## config.mk

```make
export PLATFORM = sky130hd
export DESIGN_NAME = mem_access_ctrl
export DESIGN_NICKNAME = d
export VERILOG_FILES = /design/src/rtl/mem_access_ctrl.sv
export SDC_FILE = /design/constraint.sdc
export NUM_CORES = 1
export LEC_CHECK = 0
export ABC_AREA = 1
export BUFFER_PORTS_ARGS = -buffer_cell sky130_fd_sc_hd__buf_4
export CORE_AREA = 2 2 123 136
export CTS_BUF_LIST = sky130_fd_sc_hd__clkbuf_4
export DETAILED_ROUTE_END_ITERATION = 16
export DIE_AREA = 0 0 125 138
export PLACE_DENSITY = 0.67
export SYNTH_ARGS = -nofsm -noshare
export SYNTH_HDL_FRONTEND = slang
export SYNTH_SLANG_ARGS = --single-unit
```

## constraint.sdc

```tcl
create_clock -name clk -period 2.5 [get_ports clk]
set_clock_uncertainty 0.15 [all_clocks]
set_input_delay 0.25 -clock clk [delete_from_list [all_inputs] [get_ports clk]]
set_output_delay 0.25 -clock clk [all_outputs]
set_load 0.01 [all_outputs]
```

## src/rtl/mem_access_ctrl.sv

```systemverilog
// Memory-stage access controller: issues one registered memory request per aligned
// load/store, stalls the pipeline while it is outstanding, and times out after 256 cycles.
module mem_access_ctrl (
  input  logic        clk,
  input  logic        reset,
  input  logic        req_valid,
  input  logic        req_we,
  input  logic [2:0]  req_op,
  input  logic [31:0] req_addr,
  input  logic [31:0] req_wdata,
  input  logic        m_ack,
  input  logic [31:0] m_rdata,
  output logic        m_req,
  output logic [31:0] m_addr,
  output logic [31:0] m_wdata,
  output logic [3:0]  m_byteen,
  output logic        stall,
  output logic        done,
  output logic [31:0] ld_rdata,
  output logic [31:0] ld_addr,
  output logic [2:0]  ld_op,
  output logic        bus_err,
  output logic        exc_adel,
  output logic        exc_ades
);

  localparam logic [2:0] DM_HALFWORD = 3'd1;
  localparam logic [2:0] DM_BYTE     = 3'd2;

  typedef enum logic [1:0] {IDLE, BUSY, RESP} state_t;

  state_t      state_reg;
  logic [7:0]  wait_cnt_reg;
  logic        is_half;
  logic        is_byte;
  logic        misaligned;
  logic        accept;
  logic [3:0]  byteen_next;
  logic [31:0] wdata_next;

  // Unknown width codes fall through to word behaviour.
  assign is_half    = (req_op == DM_HALFWORD);
  assign is_byte    = (req_op == DM_BYTE);
  assign misaligned = is_half ? req_addr[0] : (!is_byte && (req_addr[1:0] != 2'b00));
  assign accept     = (state_reg == IDLE) && req_valid && !misaligned;

  assign stall    = accept || (state_reg == BUSY);
  assign exc_adel = (state_reg == IDLE) && req_valid && misaligned && !req_we;
  assign exc_ades = (state_reg == IDLE) && req_valid && misaligned &&  req_we;

  // Per-lane store data replication and byte enables.
  generate
    for (genvar gi = 0; gi < 4; gi++) begin : g_lane
      assign wdata_next[gi*8 +: 8] = is_byte ? req_wdata[7:0] :
                                     is_half ? req_wdata[(gi%2)*8 +: 8] :
                                               req_wdata[gi*8 +: 8];
      assign byteen_next[gi] = req_we && (is_byte ? (req_addr[1:0] == 2'(gi)) :
                                          is_half ? (req_addr[1] == 1'(gi/2)) :
                                                    1'b1);
    end
  endgenerate

  always_ff @(posedge clk or negedge reset) begin
    if (!reset) begin
      state_reg    <= IDLE;
      wait_cnt_reg <= 8'd0;
      m_req        <= 1'b0;
      m_addr       <= 32'd0;
      m_wdata      <= 32'd0;
      m_byteen     <= 4'd0;
      done         <= 1'b0;
      bus_err      <= 1'b0;
      ld_rdata     <= 32'd0;
      ld_addr      <= 32'd0;
      ld_op        <= 3'd0;
    end else begin
      case (state_reg)
        IDLE: begin
          if (accept) begin
            state_reg    <= BUSY;
            wait_cnt_reg <= 8'd0;
            m_req        <= 1'b1;
            m_addr       <= {req_addr[31:2], 2'b00};
            m_wdata      <= wdata_next;
            m_byteen     <= byteen_next;
            ld_addr      <= req_addr;
            ld_op        <= req_op;
          end
        end
        BUSY: begin
          // An ack arriving together with the final count still completes normally.
          if (m_ack) begin
            state_reg <= RESP;
            m_req     <= 1'b0;
            done      <= 1'b1;
            bus_err   <= 1'b0;
            if (m_byteen == 4'd0) begin
              ld_rdata <= m_rdata;
            end
          end else if (wait_cnt_reg == 8'd255) begin
            state_reg <= RESP;
            m_req     <= 1'b0;
            done      <= 1'b1;
            bus_err   <= 1'b1;
            ld_rdata  <= 32'd0;
          end else begin
            wait_cnt_reg <= wait_cnt_reg + 8'd1;
          end
        end
        RESP: begin
          state_reg <= IDLE;
          done      <= 1'b0;
          bus_err   <= 1'b0;
        end
        default: begin
          state_reg <= IDLE;
          m_req     <= 1'b0;
          done      <= 1'b0;
          bus_err   <= 1'b0;
        end
      endcase
    end
  end

endmodule

```

==> impl_table.tex <==
\begin{tabular}{lr}
\hline
Metric & Value \\
\hline
\multicolumn{2}{l}{\textbf{Synthesis}} \\
\quad Register bit count reported by yosys & 116 \\
\quad Yosys synthesis warning count & 0 \\
\quad Syn Area/Cell & 8.237 sq um \\
\quad Synth area leaders & dfrtp\_1 (53\%), nand2\_1 (19\%), nand3\_1 (7.3\%) \\
\quad Post-synthesis instance total & 662 \\
\quad Count of unique library cells instantiated by Yosys & 27 \\
\quad Proportion of synthesized chip area in sequential cells & 53.24\% \\
\quad Top cell type's share of synthesized area & 53.24\% \\
\quad Cell accounting for the most synthesized area & dfrtp\_1 \\
\quad Mapped cell area & 5453 sq um \\
\multicolumn{2}{l}{\textbf{Floorplan}} \\
\quad Top-Level Pins & 245 \\
\quad Chip height & 138 microns \\
\quad Num rows & 49 \\
\quad Die W & 125 microns \\
\quad Core area & 16060 sq um \\
\quad Die footprint & 17250 sq um \\
\quad Initial core utilization & 33.95\% \\
\multicolumn{2}{l}{\textbf{STA}} \\
\quad Final setup violation count & 0 \\
\quad Share of the clock period used by the worst path after layout & 88.77\% \\
\quad Setup repair after global routing missed its margin & false \\
\quad Actual transition at the worst max-transition pin & 0.5444 ns \\
\quad Final-report hold violation count & 0 \\
\quad Timing-limited maximum frequency & 450.6 MHz \\
\quad Accumulated negative setup slack & 0 ns \\
\quad Post-route minimum period & 2.219 ns \\
\quad Relative max-transition margin & 63.70\% \\
\quad Final Max Slew Viols & 0 \\
\multicolumn{2}{l}{\textbf{Route}} \\
\quad DRC violation count after routing & 0 \\
\quad Detailed-route vias per instance & 4.617 \\
\quad Count of vias placed by the detailed router & 5499 \\
\quad Wire length reported by the detailed router & 16980 microns \\
\quad Wirelength per Cell & 14.26 microns \\
\quad Residual antenna-violating net count after detailed routing & 0 \\
\quad First DRT Iteration DRCs & 268 \\
\quad Number of detailed-route iterations in the first pass & 5 \\
\multicolumn{2}{l}{\textbf{Global routing}} \\
\quad Grt ovf & 0 \\
\quad Overall fraction of global-route tracks in use & 19.15\% \\
\quad Via count of the first global-routing pass & 5225 \\
\quad Global-route wire length before repair & 26690 microns \\
\quad Pin count of the biggest net entering global routing & 85 \\
\quad Antenna violations before repair & 1 \\
\multicolumn{2}{l}{\textbf{Place}} \\
\quad Port bufs & 242 \\
\quad Routability cong. & 0.7828 \\
\quad Detailed placement HPWL & 10630 microns \\
\multicolumn{2}{l}{\textbf{Worst setup path}} \\
\quad Critical Path Source Type & primary input \\
\quad Worst path top cell family by delay & buffers and inverters \\
\quad Cell chain of the critical path & dlygate4sd3\_1 > buf\_4 > inv\_1 > nand2\_1 > nand2\_1 > nand2\_1 > nand2\_2 > nand2\_4 > nand2\_1 > buf\_4 \\
\quad Highest-delay cell along the critical path & dlygate4sd3\_1 \\
\quad CP max stage delay & 0.55 ns \\
\quad Reg-to-Reg Start & wait\_cnt\_reg[0] \\
\quad Data required, critical path & 2.10 ns \\
\quad Most common cell type on the critical path & nand2\_1 \\
\quad Kind of critical path & in -> out \\
\quad Max FO, Critical Path & 21 \\
\quad Critical path buffer and inverter count & 4 \\
\quad Arr. time, crit path & 1.82 ns \\
\quad Kind of end point of the critical path & primary output \\
\quad Cell count along the critical path & 10 \\
\quad Worst setup path startpoint & req\_addr[0] \\
\quad Path depth of the worst reg2reg path & 7 \\
\multicolumn{2}{l}{\textbf{Power}} \\
\quad Combinational share of power & 40.0\% \\
\quad Power density normalized to cell area & 835.5 nW/um\^{}2 \\
\quad Worst-case vdd ir drop & 0.0003831 V \\
\quad Net Sw Power & 2.525 mW \\
\quad Switching Fraction & 35.50\% \\
\quad Internal power summed over all cells & 4.588 mW \\
\quad Clock power frac & 18.7\% \\
\quad Flop pwr share & 41.3\% \\
\quad Leakage & 4.666 nW \\
\multicolumn{2}{l}{\textbf{Finish}} \\
\quad Registers with the highest flip-flop counts & ld\_addr x32, ld\_rdata x32, m\_wdata x32 \\
\quad Layout cell share with drive strength beyond 1 & 30.12\% \\
\quad Final net count & 1078 \\
\quad Post-layout utilization of the core & 53.00\% \\
\quad Area growth from synthesis to layout & 56.13\% \\
\quad Fillers & 1479 \\
\multicolumn{2}{l}{\textbf{CTS}} \\
\quad H-Tree Depth & 4 \\
\quad Register clock-pin slew on the reported worst setup and hold paths & 0.11 ns \\
\quad Count of instances resized after the clock tree is built & 0 \\
\quad Number of buffers on the longest clock path & 2 \\
\quad CTS buffer count & 17 \\
\quad Root buf cell & clkbuf\_4 \\
\quad Insertion delay of the later-clocked pin in the worst-skew pair & 0.51 ns \\
\quad Sinks on the clock net & 116 \\
\quad CTS tree & built \\
\multicolumn{2}{l}{\textbf{Worst hold path}} \\
\quad Type of the worst min-delay path & in -> async \\
\multicolumn{2}{l}{\textbf{Flow run}} \\
\quad Max\_cap viols & 0 \\
\multicolumn{2}{l}{\textbf{Run status}} \\
\quad Result of the run & completed \\
\hline
\end{tabular}
## cell usage after synthesis
cell and number:
nand2_1 278, dfrtp_1 116, nand3_1 80, o21ai_0 41
buf_4 34, inv_1 31, buf_2 16, buf_6 11
nor2_1 10, o21ai_1 8, a21oi_1 7, clkbuf_1 7
inv_2 3, nand2_2 3, nand3_2 3, nand2_4 2
nor3_1 2, conb_1 1, ha_1 1, nand4_1 1
nand4_4 1, nor2_2 1, nor2_4 1, nor3_2 1
nor3b_1 1, or2_2 1, xor2_1 1
## metal layers
layer,track usage (%),part of all wire (%),vias to the layer above
met1,22.69,40,2591
met2,32.32,51,194
li1,-,-,2681
met3,5.302,5.7,33
met4,8.889,3.2,0
met5,0,0,-
## worst paths after layout
kind                                      to  slack (ns)
worst min-delay path             ld_rdata[7]        0.10
worst min register to register         m_req        0.34
min in group clk                       m_req        0.17
max in group asynchronous        m_wdata[31]        1.48
worst max register to register  ld_rdata[26]        0.48
worst max-delay path                   stall        0.28
## cell usage in the layout (no fill, tap or decap)
cell and instances:
a21oi_1 7, buf_12 4, buf_4 247, bufinv_16 2
clkbuf_4 17, clkinv_1 2, clkinv_2 5, clkinv_4 3
clkinvlp_4 3, conb_1 2, dfrtp_1 116, diode_2 1
dlygate4sd3_1 108, ha_1 1, inv_1 31, inv_2 3
nand2_1 278, nand2_2 3, nand2_4 2, nand3_1 80
nand3_2 3, nand4_1 1, nand4_4 1, nor2_1 10
nor2_2 1, nor2_4 1, nor3_1 2, nor3_2 1
nor3b_1 1, o21ai_0 41, o21ai_1 8, or2_2 1
xor2_1 1
## layout make-up
| type | instances | area [sq um] | area share, % |
|---|---|---|---|
| repair buffers | 359 | 3015 | 35.42 |
| multi-input cells | 445 | 1941 | 22.80 |
| clock inverters | 15 | 141.4 | 1.661 |
| well taps | 204 | 255.2 | 2.998 |
| diodes | 1 | 2.502 | 0.02939 |
| flip-flops and latches | 116 | 2903 | 34.10 |
| clock buffers | 17 | 127.6 | 1.499 |
| inverters | 34 | 127.6 | 1.499 |
## stage by stage
step           area, sq um  hold WS, ns  setup WS, ns  power (mW)  instances
2_1_floorplan         5456      -0.1956        0.9203       4.245        663
3_3_place_gp          7161       0.1152        0.5776       5.619       1050
3_5_place_dp          7161       0.1248        0.5317       5.651       1050
4_1_cts               8511      0.06003        0.2225       7.169       1190
5_1_grt               8513      0.09404        0.1273       7.556       1191
6_report              8513       0.1037        0.2808       7.113       1191
## cell families after synthesis
kind of cell	share of synthesized area (%)
AOI/OAI and AO/OA	5.140
xor gates and xnor gates	0.1607
adders and majority gates	0.2294
buffers and inverters	11.24
DFF	53.24
other	0.06877
and+or+nand+nor	29.92
## power by group through the flow
| stage | logic [mW] | clock network, mW | registers, mW |
|---|---|---|---|
| after floorplan | 1.04 | 0 | 3.20 |
| after global placement | 2.67 | 0 | 2.95 |
| after detailed placement | 2.70 | 0 | 2.95 |
| after CTS | 2.85 | 1.40 | 2.92 |
| after global routing | 3.08 | 1.47 | 3.01 |
| final | 2.85 | 1.33 | 2.94 |
## what timing repair did
item / in CTS / in global routing
endpoints found under the hold margin: 219 / 0
setup buffers: 0 / 0
hold buffers: 108 / 0
## worst register-to-register path, cell delays in order, from the launching register on
cell	delay, ns
dfrtp_1	0.40
ha_1	0.21
nand3_2	0.12
nor2_4	0.16
nand4_4	0.28
nand2_4	0.41
nand3_1	0.14
nand2_1	0.09
(Power assumes the default switching activity.)
